### src/rtl/mips_bus_pkg.sv
`default_nettype none
// ============================================================================
// Module   : mips_bus_pkg
// Purpose  : Shared types and constants for the MIPS core data-memory bridge.
//            Holds the bridge state encoding and the bus access-size codes.
// Revision : 1.0  initial release
// ============================================================================
package mips_bus_pkg;

    // Bridge FSM states, encoded explicitly so waveforms stay readable
    typedef enum logic [1:0] {
        IDLE = 2'd0,
        REQ  = 2'd1,
        WAIT = 2'd2,
        DONE = 2'd3
    } busState_t;

    // Access size codes carried on mem_sizeM / data_size
    localparam logic [1:0] SIZE_B = 2'd0;
    localparam logic [1:0] SIZE_H = 2'd1;
    localparam logic [1:0] SIZE_W = 2'd2;

endpackage : mips_bus_pkg
`default_nettype wire

### src/rtl/dmem_sram_bridge.sv
`default_nettype none
// ============================================================================
// Module   : dmem_sram_bridge
// Purpose  : Converts the M-stage single-cycle data-memory access into an
//            SRAM-like split request/response transaction (req/addr_ok/
//            data_ok). The M stage is held on stall_memM until the access
//            completes; accesses flagged as excepting before issue are dropped.
// Options  : DMEM_SRAM_BRIDGE_BYPASS_EN - forward load data combinationally
//            and release the stall in the data_ok cycle itself.
// Revision : 1.0  initial release
// ============================================================================
module dmem_sram_bridge
    import mips_bus_pkg::*;
#(
    parameter int ADDR_W = 32,
    parameter int DATA_W = 32   // only 32 is supported
) (
    input  logic              clk,
    input  logic              rst,
    // core M-stage side
    input  logic              mem_enM,
    input  logic [3:0]        mem_wenM,
    input  logic [1:0]        mem_sizeM,
    input  logic [ADDR_W-1:0] aluoutM,
    input  logic [DATA_W-1:0] mem_write_dataM,
    input  logic              is_exceptM,
    input  logic              mem_advM,
    output logic [DATA_W-1:0] readdataM,
    output logic              stall_memM,
    // SRAM-like bus side
    output logic              data_req,
    output logic              data_wr,
    output logic [1:0]        data_size,
    output logic [ADDR_W-1:0] data_addr,
    output logic [DATA_W-1:0] data_wdata,
    input  logic              data_addr_ok,
    input  logic              data_data_ok,
    input  logic [DATA_W-1:0] data_rdata
);

    busState_t         r_state;
    busState_t         w_stateNext;
    logic              w_stall;
    logic              w_issue;      // start a new access from IDLE
    logic              w_respDone;   // a response is accepted this cycle
    logic              w_kill;       // the in-flight access must be discarded
    logic              r_killed;     // exception seen earlier in this access
    logic              r_wr;
    logic [1:0]        r_size;
    logic [ADDR_W-1:0] r_addr;
    logic [DATA_W-1:0] r_wdata;
    logic [DATA_W-1:0] r_readData;

    // An exception raised at any point after issue discards the response
    assign w_kill = r_killed | is_exceptM;

    // State register
    always_ff @(posedge clk) begin
        if (rst) begin
            r_state <= IDLE;
        end else begin
            r_state <= w_stateNext;
        end
    end

    // Next-state and stall decode
    always_comb begin
        w_stateNext = r_state;
        w_stall     = 1'b0;
        w_issue     = 1'b0;
        w_respDone  = 1'b0;
        case (r_state)
            IDLE: begin
                // Stall in the issue cycle so the instruction cannot leave M
                if (mem_enM && !is_exceptM) begin
                    w_issue     = 1'b1;
                    w_stall     = 1'b1;
                    w_stateNext = REQ;
                end
            end
            REQ: begin
                w_stall = 1'b1;
                if (data_addr_ok) begin
                    if (data_data_ok) begin
                        w_respDone  = 1'b1;
                        w_stateNext = w_kill ? IDLE : DONE;
                    end else begin
                        w_stateNext = WAIT;
                    end
                end
            end
            WAIT: begin
                w_stall = 1'b1;
                if (data_data_ok) begin
                    w_respDone  = 1'b1;
                    w_stateNext = w_kill ? IDLE : DONE;
                end
            end
            DONE: begin
                // mem_advM is only honoured here; earlier it is a core error
                if (mem_advM) begin
                    w_stateNext = IDLE;
                end
            end
            default: w_stateNext = IDLE;
        endcase
`ifdef DMEM_SRAM_BRIDGE_BYPASS_EN
        // Release the core in the response cycle; skip DONE if it advances now.
        // Killed accesses keep the stall until the response, as without bypass.
        if (w_respDone && !w_kill) begin
            w_stall = 1'b0;
            if (mem_advM) begin
                w_stateNext = IDLE;
            end
        end
`endif
    end

    // Request capture, kill tracking and load-data register
    always_ff @(posedge clk) begin
        if (rst) begin
            r_wr       <= 1'b0;
            r_size     <= 2'd0;
            r_addr     <= '0;
            r_wdata    <= '0;
            r_readData <= '0;
            r_killed   <= 1'b0;
        end else begin
            if (w_issue) begin
                r_wr    <= |mem_wenM;
                r_size  <= mem_sizeM;
                r_addr  <= aluoutM;
                r_wdata <= mem_write_dataM;
            end
            if (w_respDone && !w_kill && !r_wr) begin
                r_readData <= data_rdata;
            end
            if (w_respDone) begin
                r_killed <= 1'b0;
            end else if ((r_state == REQ || r_state == WAIT) && is_exceptM) begin
                r_killed <= 1'b1;
            end
        end
    end

    assign data_req   = (r_state == REQ);
    assign data_wr    = r_wr;
    assign data_size  = r_size;
    assign data_addr  = r_addr;
    assign data_wdata = r_wdata;
    assign stall_memM = w_stall;

`ifdef DMEM_SRAM_BRIDGE_BYPASS_EN
    assign readdataM = (w_respDone && !w_kill && !r_wr) ? data_rdata : r_readData;
`else
    assign readdataM = r_readData;
`endif

endmodule : dmem_sram_bridge
`default_nettype wire
### config.mk
export PLATFORM = sky130hd
export DESIGN_NAME = dmem_sram_bridge
export DESIGN_NICKNAME = d
export VERILOG_FILES = /design/src/rtl/mips_bus_pkg.sv /design/src/rtl/dmem_sram_bridge.sv
export SDC_FILE = /design/constraint.sdc
export NUM_CORES = 1
export LEC_CHECK = 0
export ABC_CLOCK_PERIOD_IN_PS = 2500
export BUFFER_PORTS_ARGS = -buffer_cell sky130_fd_sc_hd__buf_2
export CAP_MARGIN = 20
export CORE_MARGIN = 2
export CORE_UTILIZATION = 44
export DETAILED_ROUTE_END_ITERATION = 7
export PLACE_DENSITY_LB_ADDON = 0.25
export RECOVER_POWER = 25
export SLEW_MARGIN = 15
export SYNTH_ARGS = -nofsm -noshare
export SYNTH_HDL_FRONTEND = slang
export SYNTH_SLANG_ARGS = --single-unit
### constraint.sdc
create_clock -name clk -period 2.5 [get_ports clk]
set_clock_uncertainty 0.05 [all_clocks]
set_input_delay 0.125 -clock clk [delete_from_list [all_inputs] [get_ports clk]]
set_output_delay 0.125 -clock clk [all_outputs]
set_load 0.1 [all_outputs]
==> qor.yml, run 1 <==
status: "completed"
netlist_area_mm2: 0.003742
post_cts_buffers: 0
end_kind: "flop"
cp-endpoint: "readdataM[17]"
drc: 0
crit_start: "r_state[0]"
synth_cell_types: 28
tritoncts: "built"
drv_slew: 0
ff_latch_area_mm2: 0.002042
place_inst: 757
grt_overflow_total: 0
gp_congestion: 0.7366
tns_ps: 0
synth_top_area_share: 0.5456
worst_pin_slew_ps: 1221
fin_area_mm2: 0.005937
grt_first_pass_wirelength_um: 18160
syn_avg_cell_area_um2: 7.979
grt.total_usage: 0.2494
die_x_um: 96.23
dieArea_mm2: 0.009259
finalCriticalPeriod_ps: 2102
worstPathArrival_ps: 2260
cts_resized: 0
place_hpwl_um: 7302
cts_buffers: 9
max_cap_violations: 0
required_ps: 2660
synth_area_leader_cell: "dfxtp_1"
ys_seq_elements: 102
hold_viol_final: 0
port_buffers: 209
grt_max_degree: 52
die_y_um: 96.23
yosysMostFrequentCell: "nand2_1"
reg2reg_depth: 7
fmax_mhz: 475.8
h-tree-depth: 3
antenna_left: 0
clock_path_buffers: 2
clock-root-buffer: "clkbuf_8"
dr.pass1.iters: 5
ys_seq_area_frac: 0.5456
rr_startpoint: "r_state[0]"
std_cell_rows: 33
critPathLaunchType: "flop"
wire_per_inst_um: 13.78
ys_warn_count: 0
io_pins: 210
cts.clk_slew.worst_paths_ps: 90
coreArea_mm2: 0.008217
min_path_type: "in -> reg"
start_util: 0.4555
drt_first_iter_violations: 101
synth_enable_flop_cells: 0
synth_area_leaders: "dfxtp_1 55%, nand2_1 19%, a21oi_1 14%"
maxSlewHeadroom: 0.1897
antenna_found_initial: 0
worstPathMaxFanout: 32
fin_cells: 871
netlist_top_cells_count: "193 x nand2_1, 102 x a21oi_1, 102 x dfxtp_1"
p_leak_nw: 2.510
grt_pass1_vias: 4109
rr_endpoint: "readdataM[17]"
p_per_area_mw_per_mm2: 654.8
wirelength_um: 12000
syn_nets: 584
ir_worst_vdd_mv: 0.3661
synth_flop_cell: "dfxtp_1"
reg2reg_setup_slack_ps: 400
ctsHoldBuffers: 98
placed_cell_area_mm2: 0.004828
nets: 876
vias: 4246
multi_input_area_mm2: 0.001516
async_flop_share: 0
fill_cells: 658
setup_viol: 0
synth_cells: 469
finalCritPeriodShare: 0.8408
antenna_cells: 0
syn2layout_area_growth_pct: 58.64
drive_gt1_frac: 0.2533
vias_per_cell: 4.875
rsz0062_at_grt: "no"
critPathKind: "reg -> reg"
cts.sinks: 102
clk_latency_ps: 340
## through the flow
stage               utilization  hold WS (ps)  setup WS (ps)  power, mW
floorplan                     -         211.0          313.0      2.569
global placement         0.5876         314.6          503.7      2.779
detailed placement       0.5876         319.0          423.1      2.795
CTS                      0.7302         36.04          401.1      3.914
global route             0.7226         72.60          247.9      4.045
finish                   0.7226         64.40          398.1      3.888
## layout by cell type (no fill, tap or decap), types with 2 or more instances in the layout
| cell | count |
|---|---|
| nor2b_1 | 3 |
| inv_1 | 3 |
| buf_4 | 5 |
| nand2_1 | 193 |
| dlygate4sd3_1 | 98 |
| buf_12 | 2 |
| nand2_2 | 5 |
| nand2b_1 | 2 |
| a21oi_1 | 102 |
| dfxtp_1 | 102 |
| clkbuf_8 | 9 |
| buf_2 | 159 |
| clkinvlp_4 | 2 |
| clkbuf_1 | 52 |
| ha_1 | 5 |
| nor2_1 | 5 |
## flip-flops by register name (all words and copies together), names as in the netlist
signal	count
data_addr	32
data_wdata	32
readdataM	32
data_size	2
r_state	2
data_wr	1
r_killed	1
## metal layers
metal	share of wire	global-route usage	vias up	wire [µm]
met3	0.077	0.06500	44	930
li1	-	-	2084	-
met2	0.51	0.4456	187	6093
met4	0.035	0.1238	0	420
met5	0	0	-	0
met1	0.38	0.2708	1931	4556
## worst min path at each step
stage / from / end / slack (ps) / depth (start not counted)
after global routing: is_exceptM / r_killed / 70 / 3
after floorplan: data_rdata[16] / readdataM[16] / 210 / 2
final: is_exceptM / r_killed / 60 / 3
after detailed placement: mem_write_dataM[6] / data_wdata[6] / 320 / 3
after global placement: aluoutM[3] / data_addr[3] / 310 / 3
after CTS: is_exceptM / r_killed / 40 / 3
## critical path: stages, from the launching register on
cell,delay [ps]
dfxtp_1,420
inv_1,110
ha_1,340
nand2_2,100
or4_1,500
buf_4,260
nand2_1,110
a21oi_1,70
## layout make-up
class	instances	share of cell area
inverters	4	0.002529
clock inverters	5	0.009905
well taps	105	0.02213
clock buffers	11	0.02213
multi-input cells	330	0.2554
repair buffers	314	0.3439
flip-flops and latches	102	0.3439
## report_power, final
group          total [mW]  switching (mW)  internal, mW
sequential           1.74          0.0431          1.70
combinational        1.13           0.837         0.298
clock                1.01           0.543         0.466
## logic make-up after synthesis
group | count (synthesis) | synth area share
AO/OA/AOI/OAI | 108 | 0.1501
buffers and inverters | 37 | 0.05483
adder cells (fa/ha/maj) | 6 | 0.02006
flip-flops | 102 | 0.5456
AND/OR/NAND/NOR | 216 | 0.2294
Note: power is estimated with default switching activity, not from simulation.
==> run 2: changes to the inputs <==
ABC_CLOCK_PERIOD_IN_PS = 2000   (was 2500)
clock period = 2 ns   (was 2.5 ns; I/O delays follow)
==> run 2 against run 1 <==
Effect of this change:
- final cell count rose by 0.46%
- core utilization is 1.2 points higher
- sequential share of layout area shrank 0.58 points
- cell area increased by 1.7%
- largest power group unchanged
- highest routed layer unchanged
==> qor.yml, run 2 (same netlist as run 1, synthesis figures left out) <==
ff_latch_area_mm2: 0.002042
place_hpwl_um: 7116
clock-root-buffer: "clkbuf_8"
finalCritPeriodShare: 0.9429
vias: 4244
layout_common_cells: "193 x nand2_1, 158 x buf_2, 102 x a21oi_1, 102 x dfxtp_1, 99 x dlygate4sd3_1"
die_y_um: 96.23
io_pins: 210
std_cell_rows: 33
grt_first_pass_wirelength_um: 17970
hold_viol_final: 0
vias_per_cell: 4.850
required_ps: 2190
die_x_um: 96.23
start_util: 0.4555
grt_overflow_total: 0
critPathKind: "reg -> reg"
fill_cells: 626
p_per_area_mw_per_mm2: 825.5
rr_startpoint: "r_state[1]"
worst_hold_slack_ps: 25.69
grt.total_usage: 0.2483
p_leak_nw: 2.578
maxSlewHeadroom: 0.2005
worstPathArrival_ps: 2070
drive_gt1_frac: 0.2662
final_common_cell: "nand2_1"
nets: 880
port_buffers: 209
finalCriticalPeriod_ps: 1886
reg2reg_setup_slack_ps: 110
clock_path_buffers: 2
antenna_cells: 0
dr.pass1.iters: 4
dieArea_mm2: 0.009259
met1_usage: 0.2687
syn2layout_area_growth_pct: 61.35
hold_depth: 3
wirelength_um: 12120
multi_input_area_mm2: 0.001520
post_cts_buffers: 0
gp_congestion: 0.7500
clk_latency_ps: 350
grt_use_met3: 0.06891
drt_first_iter_violations: 132
max_cap_violations: 0
fmax_mhz: 530.3
h-tree-depth: 3
cts_buffers: 9
grt_pass1_vias: 4011
hold_start: "mem_wenM[2]"
drv_slew: 0
end_kind: "flop"
reg2reg_depth: 7
busiest_layer: "met2"
grt_max_degree: 68
drc: 0
tritoncts: "built"
grtUsageMet2: 0.4485
hold_end: "data_wr"
cts.clk_slew.worst_paths_ps: 90
setup_viol: 0
status: "completed"
ir_worst_vdd_mv: 0.5290
critPathLaunchType: "flop"
wire_per_inst_um: 13.85
antenna_left: 0
cts.sinks: 102
rsz0062_at_grt: "no"
worst_pin_slew_ps: 1204
power_mw: 4.985
coreArea_mm2: 0.008217
min_path_type: "in -> reg"
worstPathMaxFanout: 32
rr_endpoint: "readdataM[20]"
antenna_found_initial: 0
## run 2: worst max-delay path by stage
stage	start	to	slack, ps	cells past startpoint
6_report	r_state[1]	readdataM[20]	110	7
5_1_grt	r_state[1]	readdataM[26]	40	7
4_1_cts	r_state[1]	readdataM[18]	70	7
3_5_place_dp	r_state[1]	readdataM[18]	70	7
3_3_place_gp	r_state[1]	readdataM[15]	140	7
2_1_floorplan	r_state[1]	readdataM[17]	-180	8
## run 2: timing repair
item,4_1_cts,5_1_grt
hold buffers,99,0
endpoints found under the hold margin,99,0
endpoints found under the setup margin,0,3
gates resized for setup,0,1
## run 2: per-stage QoR
stage	instances	cell area [µm²]	setup TNS [ps]	worst slack (ps)	util
4_1_cts	875	6090	0	68.87	0.7411
3_3_place_gp	760	4891	0	142.5	0.5952
5_1_grt	875	6038	0	36.27	0.7349
6_report	875	6038	0	114.2	0.7349
2_1_floorplan	469	3747	-5620	-183.3	-
3_5_place_dp	760	4891	0	67.31	0.5952
## run 2: layout make-up
| cell class | count | area share |
|---|---|---|
| repair buffers | 318 | 0.3514 |
| flip-flops and latches | 102 | 0.3382 |
| multi-input cells | 330 | 0.2518 |
| clock buffers | 11 | 0.02341 |
| well taps | 105 | 0.02176 |
| clock inverters | 5 | 0.01098 |
| inverters | 4 | 0.002487 |
## run 2: critical path, cell delays in order, from the launching register on
cell     delay [ps]
dfxtp_1         360
inv_1            70
ha_1            320
nand2_2         100
or4_4           530
buf_12          190
nand2_1          80
a21oi_1          60
## run 2: routing by layer
layer | vias to the layer above | wire (µm)
li1 | 2100 | -
met1 | 1934 | 4644
met2 | 181 | 6278
met3 | 29 | 910
met4 | 0 | 286
met5 | - | 0
## run 2: power breakdown
group	switching (mW)	total [mW]	leakage (nW)	internal (mW)
clock network	0.725	1.35	0.102	0.630
registers	0.0502	2.18	0.829	2.13
logic	1.06	1.45	1.65	0.398
total	1.83	4.98	2.58	3.15
